--- config.mk ---
export PLATFORM = sky130hd
export DESIGN_NAME = argmax_classifier
export DESIGN_NICKNAME = d
export VERILOG_FILES = /design/src/rtl/argmax_classifier.sv
export SDC_FILE = /design/constraint.sdc
export NUM_CORES = 1
export LEC_CHECK = 0
export BUFFER_PORTS_ARGS = -buffer_cell sky130_fd_sc_hd__buf_4
export CAP_MARGIN = 30
export CORE_MARGIN = 2
export CORE_UTILIZATION = 40
export DETAILED_ROUTE_END_ITERATION = 12
export PLACE_DENSITY = 0.72
export SYNTH_ARGS = -nofsm -noshare
export SYNTH_HDL_FRONTEND = slang
export SYNTH_SLANG_ARGS = --single-unit
--- constraint.sdc ---
create_clock -name clk -period 8.85 [get_ports clk]
set_clock_uncertainty 0.05 [all_clocks]
set_input_delay 0.885 -clock clk [delete_from_list [all_inputs] [get_ports clk]]
set_output_delay 0.885 -clock clk [all_outputs]
set_load 0.05 [all_outputs]
--- src/rtl/argmax_classifier.sv ---
// argmax_classifier: snapshots a signed score vector on start, scans one element
// per cycle and presents the index/value of the largest score over valid/ready.
// Ties resolve to the lowest index. Optional feature macro ARGMAX_MARGIN_EN adds
// a second-best tracker that drives margin and low_conf; without it both are 0.
module argmax_classifier #(
  parameter int          N_CLASSES  = 10,
  parameter int          IDX_W      = $clog2(N_CLASSES),
  parameter logic [31:0] MARGIN_THR = 32'd256
) (
  input  logic                    clk,
  input  logic                    rst,
  input  logic                    start,
  input  logic signed [31:0]      score_vector [N_CLASSES-1:0],
  output logic                    busy,
  output logic                    result_valid,
  input  logic                    result_ready,
  output logic [IDX_W-1:0]        class_idx,
  output logic signed [31:0]      class_score,
  output logic [31:0]             margin,
  output logic                    low_conf
);

  localparam int DATA_W = 32;
  localparam logic [IDX_W-1:0] LAST_IDX = IDX_W'(N_CLASSES - 1);

  typedef enum logic [1:0] {IDLE, SCAN, DONE} state_t;

  state_t                   state;
  logic signed [DATA_W-1:0] snap [N_CLASSES];
  logic signed [DATA_W-1:0] best;
  logic [IDX_W-1:0]         best_idx;
  logic [IDX_W-1:0]         ptr;

  logic signed [DATA_W-1:0] cand;
  logic signed [DATA_W-1:0] nxt_best;
  logic [IDX_W-1:0]         nxt_idx;
  logic                     cand_gt_best;

  // best >= second always holds, so the 33-bit difference fits in 32 unsigned bits
  function automatic logic [DATA_W-1:0] calc_margin(input logic signed [DATA_W-1:0] hi,
                                                     input logic signed [DATA_W-1:0] lo);
    return DATA_W'($signed({hi[DATA_W-1], hi}) - $signed({lo[DATA_W-1], lo}));
  endfunction

  function automatic logic is_low_conf(input logic [DATA_W-1:0] m);
    return m < MARGIN_THR;
  endfunction

  // Compare the current element against the running best; strict > keeps the lowest index on ties
  always_comb begin
    cand         = snap[ptr];
    cand_gt_best = (cand > best);
    nxt_best     = cand_gt_best ? cand : best;
    nxt_idx      = cand_gt_best ? ptr  : best_idx;
  end

  // Control FSM: snapshot on start, one element per SCAN cycle, hold result until accepted
  always_ff @(posedge clk or negedge rst) begin
    if (!rst) begin
      state        <= IDLE;
      busy         <= 1'b0;
      result_valid <= 1'b0;
      class_idx    <= '0;
      class_score  <= '0;
      best         <= '0;
      best_idx     <= '0;
      ptr          <= '0;
      for (int i = 0; i < N_CLASSES; i++) snap[i] <= '0;
    end else begin
      case (state)
        IDLE: begin
          if (start) begin
            for (int i = 0; i < N_CLASSES; i++) snap[i] <= score_vector[i];
            best     <= score_vector[0];
            best_idx <= '0;
            ptr      <= IDX_W'(1);
            busy     <= 1'b1;
            state    <= SCAN;
          end
        end
        SCAN: begin
          best     <= nxt_best;
          best_idx <= nxt_idx;
          if (ptr == LAST_IDX) begin
            class_idx    <= nxt_idx;
            class_score  <= nxt_best;
            result_valid <= 1'b1;
            state        <= DONE;
          end else begin
            ptr <= ptr + IDX_W'(1);
          end
        end
        DONE: begin
          if (result_ready) begin
            result_valid <= 1'b0;
            busy         <= 1'b0;
            state        <= IDLE;
          end
        end
        default: state <= IDLE;
      endcase
    end
  end

`ifdef ARGMAX_MARGIN_EN
  localparam logic signed [DATA_W-1:0] MOST_NEG = {1'b1, {(DATA_W-1){1'b0}}};

  logic signed [DATA_W-1:0] second;
  logic signed [DATA_W-1:0] nxt_second;
  logic [DATA_W-1:0]        nxt_margin;

  // Second-best update: a displaced best becomes second, otherwise keep the larger of cand/second
  always_comb begin
    if (cand_gt_best)      nxt_second = best;
    else if (cand > second) nxt_second = cand;
    else                   nxt_second = second;
    nxt_margin = calc_margin(nxt_best, nxt_second);
  end

  // Second-best tracker and margin outputs, registered alongside the result
  always_ff @(posedge clk or negedge rst) begin
    if (!rst) begin
      second   <= '0;
      margin   <= '0;
      low_conf <= 1'b0;
    end else if (state == IDLE && start) begin
      second <= MOST_NEG;
    end else if (state == SCAN) begin
      second <= nxt_second;
      if (ptr == LAST_IDX) begin
        margin   <= nxt_margin;
        low_conf <= is_low_conf(nxt_margin);
      end
    end
  end
`else
  assign margin   = '0;
  assign low_conf = 1'b0;
`endif

endmodule

==> results of run 1 <==
==> metrics by stage <==
stage	instance area, µm²	setup WS, ns
3_5_place_dp	22600	3.17
4_1_cts	24000	3.14
6_report	24000	3.15
5_1_grt	24000	2.78
3_3_place_gp	22500	3.15
2_1_floorplan	19600	4.80
==> cells in the final DEF, fill, tap and decap left out, drive strengths merged, types with 3 or more instances in the layout <==
cell type,count
o21ai,17
nand2,76
nor2,13
mux4,64
diode,4
dfrtp,400
mux2,353
nand3,8
conb,33
o2bb2ai,31
clkinvlp,5
nor3,33
ha,34
o211ai,3
a21o,4
a22oi,32
clkinv,8
a221o,33
a21oi,80
nor2b,4
o31ai,34
inv,39
clkbuf,64
buf,379
nand4,8
==> area by class of cell <==
type,instances,area (µm²),area share [%]
Sequential cell,400,10000,41.7
Multi-Input combinational cell,883,8690,36.2
Timing Repair Buffer,379,2940,12.2
Clock buffer,64,1330,5.54
Tap cell,615,769,3.20
Inverter,36,135,0.562
Clock inverter,17,134,0.557
Antenna cell,4,10.0,0.0417
==> worst paths after layout <==
check	depth (start not counted)	to	slack (ns)
max	14	best[4]$_DFFE_PN0P_	3.15
max reg2reg	14	best[4]$_DFFE_PN0P_	3.15
min in group clk	2	class_score[15]$_DFFE_PN0P_	0.44
max in group asynchronous	2	snap[255]$_DFFE_PN0P_	6.88
min reg2reg	2	class_score[15]$_DFFE_PN0P_	0.44
min	1	snap[299]$_DFFE_PN0P_	0.35
==> sequential cells by signal, indices dropped and copies added, names as in the netlist <==
| register | cells |
|---|---|
| snap | 320 |
| class_idx | 4 |
| state | 2 |
| result_valid | 1 |
| class_score | 32 |
| ptr | 4 |
| busy | 1 |
| best | 32 |
| best_idx | 4 |
==> report_power, final <==
group          switching, mW  internal (mW)  leakage (nW)
logic                   3.34           2.65          4.96
registers              0.620           2.77          4.77
clock network          0.778           1.08         0.713
==> cells in the mapped netlist (all sizes together), types with 2 or more instances <==
master / count / area, µm²
clkbuf: 73 / 278
nand3: 8 / 40.0
o21ai: 17 / 85.1
nand2: 76 / 285
buf: 68 / 470
inv: 35 / 131
a21o: 4 / 31.3
ha: 34 / 425
mux4: 64 / 1440
a22oi: 32 / 240
mux2: 353 / 3980
nor2: 13 / 48.8
a31oi: 2 / 12.5
nor3: 33 / 176
nand2b: 2 / 12.5
o31ai: 34 / 374
nor4: 2 / 27.5
a21oi: 80 / 494
nor2b: 4 / 25.0
dfrtp: 400 / 10000
a221o: 33 / 330
nand4: 8 / 56.3
o211ai: 3 / 22.5
mux2i: 2 / 20.0
o2bb2ai: 31 / 272
==> critical path, cell delays in order (launching register included) <==
cell and delay (ns):
dfrtp_4 0.73, buf_16 0.29, buf_12 0.37, mux4_2 0.56, a22oi_1 0.19, o2bb2ai_1 0.20, ha_1 0.55, nand4_2 0.21
nor4_4 0.39, nand3_1 0.15, nand2_1 0.18, a21o_2 0.62, buf_4 0.54, a21oi_1 0.16, a221o_1 0.29
==> metal layers <==
layer,global-route usage [%],up-vias,wire length [µm]
met5,0,-,29
met4,7.65,4,1900
met2,34.6,465,26000
li1,-,5887,-
met3,5.72,105,3790
met1,30.5,6946,24700
==> kinds of logic (layout without fill, tap and decap cells) <==
| logic type | Yosys count | count (layout) | synth area share (%) |
|---|---|---|---|
| and+or+nand+nor | 151 | 151 | 3.68 |
| other | 1 | 37 | 0.0193 |
| AOI/OAI and AO/OA | 244 | 244 | 9.99 |
| xor gates and xnor gates | 2 | 2 | 0.0902 |
| adders and majority gates | 34 | 34 | 2.19 |
| DFF | 400 | 400 | 51.5 |
| muxes | 419 | 419 | 28.0 |
| buffers and inverters | 177 | 496 | 4.55 |
==> results.py, run 1 <==
metrics = {
    "synth": {
        "synth-seq-cells": 400,
        "syn_area_per_cell_um2": 13.6,
        "yosys_most_used_dff": "dfrtp_1",
        "synth_edf_count": 0,
        "ys_seq_area_share_pct": 51.5,
        "yosys_warnings": 0,
        "async_reset_ff_share_pct": 100,
        "syn_inst": 1428,
        "synth_cell_types": 56,
        "syn_area_um2": 19400,
    },
    "final_layout": {
        "drive_above_1_share_pct": 52.3,
        "post-route-util_pct": 50.2,
        "areaGrowthSynthToFinish_pct": 23.6,
        "nNetsFinal": 2103,
        "layout.cells.non_filler": 2398,
        "fillers": 4126,
    },
    "sta": {
        "min_period_ns": 5.70,
        "drv_slew": 0,
        "post-route-period-util_pct": 64.4,
        "fmax_mhz": 176,
        "tightest_slew_ns": 1.13,
        "hold_ws_ns": 0.354,
        "setup_violations": 0,
        "setup_tns_ns": 0,
        "hold_violations": 0,
        "grt_setup_unrepaired": "false",
        "slew_headroom_pct": 24.8,
    },
    "pwr": {
        "p_total_mw": 11.2,
        "vdd.ir_drop.worst_v": 0.000360,
        "power.leakage_nw": 10.4,
        "pwr_density_cell_nw_per_um2": 467,
    },
    "route": {
        "wl_per_cell_um": 23.5,
        "num_vias": 13400,
        "dr.pass1.iters": 6,
        "drc": 0,
        "wl_um": 56400,
        "drt_iter0_markers": 1022,
        "postRouteAntennaNets": 0,
        "viasPerCell": 5.59,
    },
    "floorplan": {
        "fp.dieArea_um2": 50400,
        "boundaryPins": 395,
        "fp-row-count": 80,
        "die_h_um": 224,
        "start_util_pct": 40.6,
        "fp.dieW_um": 224,
        "coreArea_um2": 47800,
    },
    "clock_tree": {
        "cts_setup_buffers": 0,
        "cts_buffers": 45,
        "cts_resized": 0,
        "holdBufCountCts": 0,
        "cts_root_buffer": "clkbuf_16",
        "clkSinkCount": 400,
        "clk_latency_ns": 0.57,
        "htreeDepth": 2,
        "cts_tree": "built",
        "clkTransAtPathRegs_ns": 0.06,
        "cts_buffer_depth": 3,
    },
    "global_routing": {
        "grt_antenna_before_repair": 7,
        "grt_max_degree": 177,
        "overflow": 0,
        "grt_pass1_wl_um": 84900,
        "grt_use_total_pct": 22.3,
        "grt_pass1_vias": 13900,
    },
    "critical_path": {
        "worstPathArrival_ns": 6.08,
        "critPathMaxFanout": 52,
        "crit_path_start_kind": "flop",
        "reg2reg_from": "ptr[0]$_DFFE_PN0P_",
        "crit_start": "ptr[0]$_DFFE_PN0P_",
        "path_class": "flop to flop",
        "cp.required_ns": 9.24,
        "crit_path_end_kind": "flop",
    },
    "placement": {
        "place.gp.congestion": 0.818,
        "place_hpwl_um": 39900,
        "io_buffer_count": 361,
        "dp_cells": 2313,
    },
    "run_status": {
        "status": "complete, no violations",
    },
    "job": {
        "drv_cap": 0,
    },
    "min_path": {
        "hold_path.class": "input port to asynchronous set/reset pin",
    },
}
(Power assumes the default switching activity.)
==> run 2, diff against run 1 <==
Settings changed: PLACE_DENSITY 0.72 to 0.75.
Clock period 8.85 ns to 4.6 ns, I/O delays scaled along.
==> results.py, run 2 (synthesized netlist as in run 1, its figures left out) <==
metrics = {
    "route": {
        "postRouteAntennaNets": 0,
        "drc": 0,
        "dr.pass1.iters": 5,
        "viasPerCell": 5.48,
        "drt_iter0_markers": 992,
        "num_vias": 13300,
        "wl_per_cell_um": 23.0,
        "wl_um": 55900,
    },
    "sta": {
        "setup_violations": 0,
        "setup_tns_ns": 0,
        "min_period_ns": 4.37,
        "drv_slew": 0,
        "slew_headroom_pct": 25.6,
        "grt_setup_unrepaired": "false",
        "post-route-period-util_pct": 95.1,
        "hold_ws_ns": 0.0492,
        "tightest_slew_ns": 1.12,
        "hold_violations": 0,
        "fmax_mhz": 229,
    },
    "pwr": {
        "pwr_density_cell_nw_per_um2": 903,
        "power_frac_comb_pct": 54.5,
        "switching_share_pct": 41.4,
        "internal_power_mw": 12.9,
        "switching_power_mw": 9.10,
        "power.leakage_nw": 10.6,
        "seqPwrFrac_pct": 29.5,
        "vdd.ir_drop.worst_v": 0.00106,
        "p_clk_share_pct": 16.0,
    },
    "floorplan": {
        "fp.dieW_um": 224,
        "fp.dieArea_um2": 50400,
        "start_util_pct": 40.6,
        "coreArea_um2": 47800,
        "die_h_um": 224,
        "boundaryPins": 395,
        "fp-row-count": 80,
    },
    "critical_path": {
        "cp_slowest_cell": "dfrtp_4",
        "worstPathArrival_ns": 4.78,
        "timing.critical_path.buf_inv": 4,
        "crit_family": "compound AO/OA/AOI/OAI gates",
        "path_cells": "buf_12 -> buf_4 -> mux4_2 -> a22oi_1 -> o2bb2ai_1 -> ha_1 -> nor2b_1 -> o211ai_1 -> a21boi_1 -> o31a_1 -> nor4b_2 -> o31ai_4 -> buf_4 -> buf_12 -> a221o_1",
        "max_stage_delay_ns": 0.77,
        "critPathMaxFanout": 26,
        "crit_path_start_kind": "flop",
        "path_class": "flop to flop",
        "cp.required_ns": 5.01,
        "crit_path_end_kind": "flop",
    },
    "global_routing": {
        "met2_usage_pct": 33.8,
        "grt_pass1_vias": 14200,
        "grt_pass1_wl_um": 86100,
        "grt_use_met3_pct": 5.50,
        "use_met1_pct": 30.9,
        "grt_antenna_before_repair": 15,
        "grt_max_degree": 177,
        "grt_use_total_pct": 22.4,
        "overflow": 0,
        "grt.busiest_layer": "met2",
    },
    "clock_tree": {
        "cts_root_buffer": "clkbuf_16",
        "cts_tree": "built",
        "clkSinkCount": 400,
        "htreeDepth": 2,
        "cts_buffer_depth": 3,
        "clk_latency_ns": 0.59,
        "clkTransAtPathRegs_ns": 0.06,
        "cts_buffers": 45,
    },
    "final_layout": {
        "nNetsFinal": 2129,
        "final_common_cell": "dfrtp_1",
        "top_register": "snap",
        "design_area_um2": 24300,
        "multi_input_area_um2": 8700,
        "areaGrowthSynthToFinish_pct": 25.2,
        "biggestRegsByFlops": "snap: 320 flops, best: 32 flops, class_score: 32 flops",
        "mostFrequentLayoutCells": "397 x dfrtp_1, 386 x buf_4, 353 x mux2_2",
        "largest_register_ffs": 320,
        "drive_above_1_share_pct": 52.7,
        "fillers": 4037,
        "final-seq-area_um2": 10000,
    },
    "min_path": {
        "hold_path.class": "input port to flop",
    },
    "job": {
        "drv_cap": 0,
    },
    "placement": {
        "placed_area_um2": 22800,
        "place.gp.congestion": 0.838,
        "io_buffer_count": 361,
        "place_hpwl_um": 40500,
    },
    "run_status": {
        "status": "complete, no violations",
    },
}
-- run 2: final timing paths --
kind | start | to | slack, ns | depth (start not counted)
worst min register to register | class_score[24]$_DFFE_PN0P_ | class_score[24]$_DFFE_PN0P_ | 0.43 | 2
worst max register to register | ptr[1]$_DFFE_PN0P_ | best[25]$_DFFE_PN0P_ | 0.23 | 15
min in group asynchronous | rst | snap[315]$_DFFE_PN0P_ | 0.33 | 2
max in group asynchronous | rst | snap[293]$_DFFE_PN0P_ | 3.13 | 3
worst max-delay path | ptr[1]$_DFFE_PN0P_ | best[25]$_DFFE_PN0P_ | 0.23 | 15
worst min-delay path | score_vector[176] | snap[144]$_DFFE_PN0P_ | 0.05 | 2
-- run 2: metrics by stage --
stage / setup slack, ns / std cells / utilization, % / total power [mW]
after global placement: 0.145 / 2334 / 47.7 / 18.0
after global routing: 0.0177 / 2430 / 50.9 / 23.4
after CTS: 0.159 / 2420 / 50.8 / 22.0
after floorplan: 0.552 / 1460 / - / 15.0
final: 0.226 / 2432 / 50.9 / 22.0
after detailed placement: -0.0215 / 2334 / 47.7 / 18.3
-- run 2: power by group through the flow --
stage | Combinational (mW) | Clock, mW | Sequential (mW)
2_1_floorplan | 8.61 | 0 | 6.40
3_3_place_gp | 11.5 | 0 | 6.43
3_5_place_dp | 11.8 | 0 | 6.51
4_1_cts | 12.0 | 3.60 | 6.47
5_1_grt | 13.0 | 3.74 | 6.69
6_report | 12.0 | 3.51 | 6.48
-- run 2: per-layer routing --
metal	up-vias	routed length, µm
met1	6766	24200
met2	485	25700
li1	5958	-
met3	105	3970
met5	-	10
met4	2	2010
-- run 2: cell type report --
cell class | count | share of cell area [%]
inverters | 36 | 0.555
flip-flops and latches | 400 | 41.2
clock inverters | 15 | 0.555
well taps | 615 | 3.16
diodes | 12 | 0.123
repair buffers | 405 | 13.4
multi-input cells | 883 | 35.7
clock buffers | 66 | 5.32
-- run 2: what timing repair did --
item,in CTS,in global routing
endpoints found under the hold margin,40,0
resized for setup,0,1
pin swaps,1,0
hold buffers,2,0
buffers inserted,3,0
setup endpoints to repair,16,55
==> run 3, diff against run 2 <==
Settings changed: HOLD_SLACK_MARGIN from default to 0.12.
==> results.py, run 3 (synthesized netlist as in run 1, its figures left out) <==
metrics = {
    "sta": {
        "fmax_mhz": 225,
        "min_period_ns": 4.43,
        "post-route-period-util_pct": 96.4,
        "drv_slew": 0,
        "setup_violations": 0,
        "slew_headroom_pct": 26.5,
        "tightest_slew_ns": 1.10,
        "fin_ws_ns": 0.165,
        "hold_violations": 0,
    },
    "clock_tree": {
        "htreeDepth": 2,
        "cts_tree": "built",
        "cts_buffers": 45,
        "cts_buffer_depth": 3,
        "cts_root_buffer": "clkbuf_16",
        "clkSinkCount": 400,
        "clkTransAtPathRegs_ns": 0.06,
        "clk_latency_ns": 0.59,
    },
    "pwr": {
        "vdd.ir_drop.worst_v": 0.00104,
        "switching_share_pct": 42.2,
        "internal_power_mw": 13.4,
        "pwr_density_cell_nw_per_um2": 833,
        "power.leakage_nw": 12.0,
        "p_total_mw": 23.1,
        "seqPwrFrac_pct": 28.3,
        "power_frac_comb_pct": 56.3,
        "switching_power_mw": 9.74,
        "p_clk_share_pct": 15.4,
    },
    "global_routing": {
        "grt_antenna_before_repair": 16,
        "overflow": 0,
        "grt_max_degree": 177,
        "grt_pass1_wl_um": 97900,
        "grt_pass1_vias": 16300,
        "grt_use_total_pct": 25.3,
    },
    "final_layout": {
        "drive_above_1_share_pct": 45.1,
        "final_common_cell": "dfrtp_1",
        "post-route-util_pct": 57.9,
        "largest_register_ffs": 320,
        "biggestRegsByFlops": "snap: 320 flops, best: 32 flops, class_score: 32 flops",
        "mostFrequentLayoutCells": "397 x dfrtp_1, 392 x buf_4, 353 x mux2_2",
        "top_register": "snap",
        "areaGrowthSynthToFinish_pct": 42.6,
        "fillers": 3586,
        "nNetsFinal": 2460,
        "final-seq-area_um2": 10000,
        "multi_input_area_um2": 8710,
    },
    "route": {
        "num_vias": 15300,
        "drc": 0,
        "dr.pass1.iters": 7,
        "viasPerCell": 5.53,
        "wl_um": 64900,
        "postRouteAntennaNets": 0,
        "drt_iter0_markers": 1456,
        "wl_per_cell_um": 23.5,
    },
    "critical_path": {
        "crit_path_start_kind": "flop",
        "cp.required_ns": 5.05,
        "reg2reg_from": "ptr[0]$_DFFE_PN0P_",
        "cp_slowest_cell": "dfrtp_4",
        "path_cells": "buf_12 -> mux4_2 -> a22oi_1 -> o2bb2ai_2 -> ha_1 -> a21oi_1 -> o21ai_1 -> a221o_1 -> o31a_1 -> or3_2 -> clkbuf_16 -> a21oi_4 -> mux2i_1",
        "ff2ff_path_depth": 13,
        "crit_start": "ptr[0]$_DFFE_PN0P_",
        "critPathMaxFanout": 34,
        "path_class": "flop to flop",
        "worstPathArrival_ns": 4.88,
        "rrSetupSlack_ns": 0.17,
        "crit_path_end_kind": "flop",
        "max_stage_delay_ns": 0.52,
    },
    "placement": {
        "place_hpwl_um": 40500,
        "place.gp.congestion": 0.838,
        "dpl_worst_slack_ns": -0.0215,
        "io_buffer_count": 361,
    },
    "floorplan": {
        "coreArea_um2": 47800,
        "fp-row-count": 80,
        "die_h_um": 224,
        "fp.dieW_um": 224,
        "start_util_pct": 40.6,
        "fp.dieArea_um2": 50400,
        "boundaryPins": 395,
    },
    "job": {
        "drv_cap": 0,
    },
    "run_status": {
        "status": "complete, no violations",
    },
    "min_path": {
        "hold_path.class": "input port to asynchronous set/reset pin",
    },
}
## run 3: cell types whose count changed in the layout (fill, tap and decap cells not counted), sizes merged
| cell | before | now |
|---|---|---|
| dlygate4sd3 | 2 | 322 |
| clkbuf | 66 | 68 |
| buf | 403 | 412 |
| diode | 12 | 14 |
## run 3: layout make-up
| cell class | instances | area share (%) |
|---|---|---|
| sequential | 400 | 36.1 |
| clock inverter | 15 | 0.488 |
| inverter | 36 | 0.488 |
| multi-input combinational | 883 | 31.4 |
| clock buffer | 66 | 4.67 |
| tap | 615 | 2.78 |
| timing repair buffer | 736 | 23.9 |
| antenna | 14 | 0.126 |
## run 3: stage by stage
stage | cells | instance area (µm²) | TNS, ns | hold WS, ns
final | 2765 | 27700 | 0 | 0.324
after global routing | 2762 | 27700 | -0.0317 | 0.342
after CTS | 2740 | 27500 | 0 | 0.303
after detailed placement | 2334 | 22800 | -0.0936 | 0.331
after global placement | 2334 | 22800 | 0 | 0.323
after floorplan | 1460 | 19600 | 0 | 0.114
## run 3: path summary, 6_finish.rpt
path                                               end
setup / recovery               best_idx[3]$_DFFE_PN0P_
hold / removal                    snap[91]$_DFFE_PN0P_
setup reg to reg               best_idx[3]$_DFFE_PN0P_
hold reg to reg            class_score[24]$_DFFE_PN0P_
max in group asynchronous        snap[271]$_DFFE_PN0P_
min in group clk               best_idx[1]$_DFFE_PN0P_
## run 3: critical path, delay by kind of cell, from the launching register on
family                     cells  cell delay, ns
and+or+nand+nor                1            0.51
adders and majority gates      1            0.35
DFF                            1            0.52
buffers and inverters          2            0.50
muxes                          2            0.74
AOI/OAI and AO/OA              7            1.66
## run 3: power groups by stage
stage | logic (mW) | registers [mW] | clock network [mW]
finish | 13.0 | 6.54 | 3.56
global route | 13.9 | 6.72 | 3.76
CTS | 12.2 | 6.47 | 3.60
detailed placement | 11.8 | 6.51 | 0
global placement | 11.5 | 6.43 | 0
floorplan | 8.61 | 6.40 | 0
## run 3: timing repair
action | 4_1_cts | 5_1_grt
pin swaps | 1 | 1
endpoints found under the setup margin | 16 | 66
hold endpoints to repair | 392 | 0
gates resized for setup | 0 | 5
hold buffers | 322 | 0
buffers inserted | 3 | 9
gates cloned | 0 | 2
## run 3: metal layers
layer / vias up / wire length, µm / global-route usage, %
li1: 6621 / - / -
met5: - / 34 / 0
met4: 6 / 2930 / 11.0
met1: 7733 / 26700 / 33.7
met2: 718 / 31200 / 41.1
met3: 211 / 4090 / 4.18
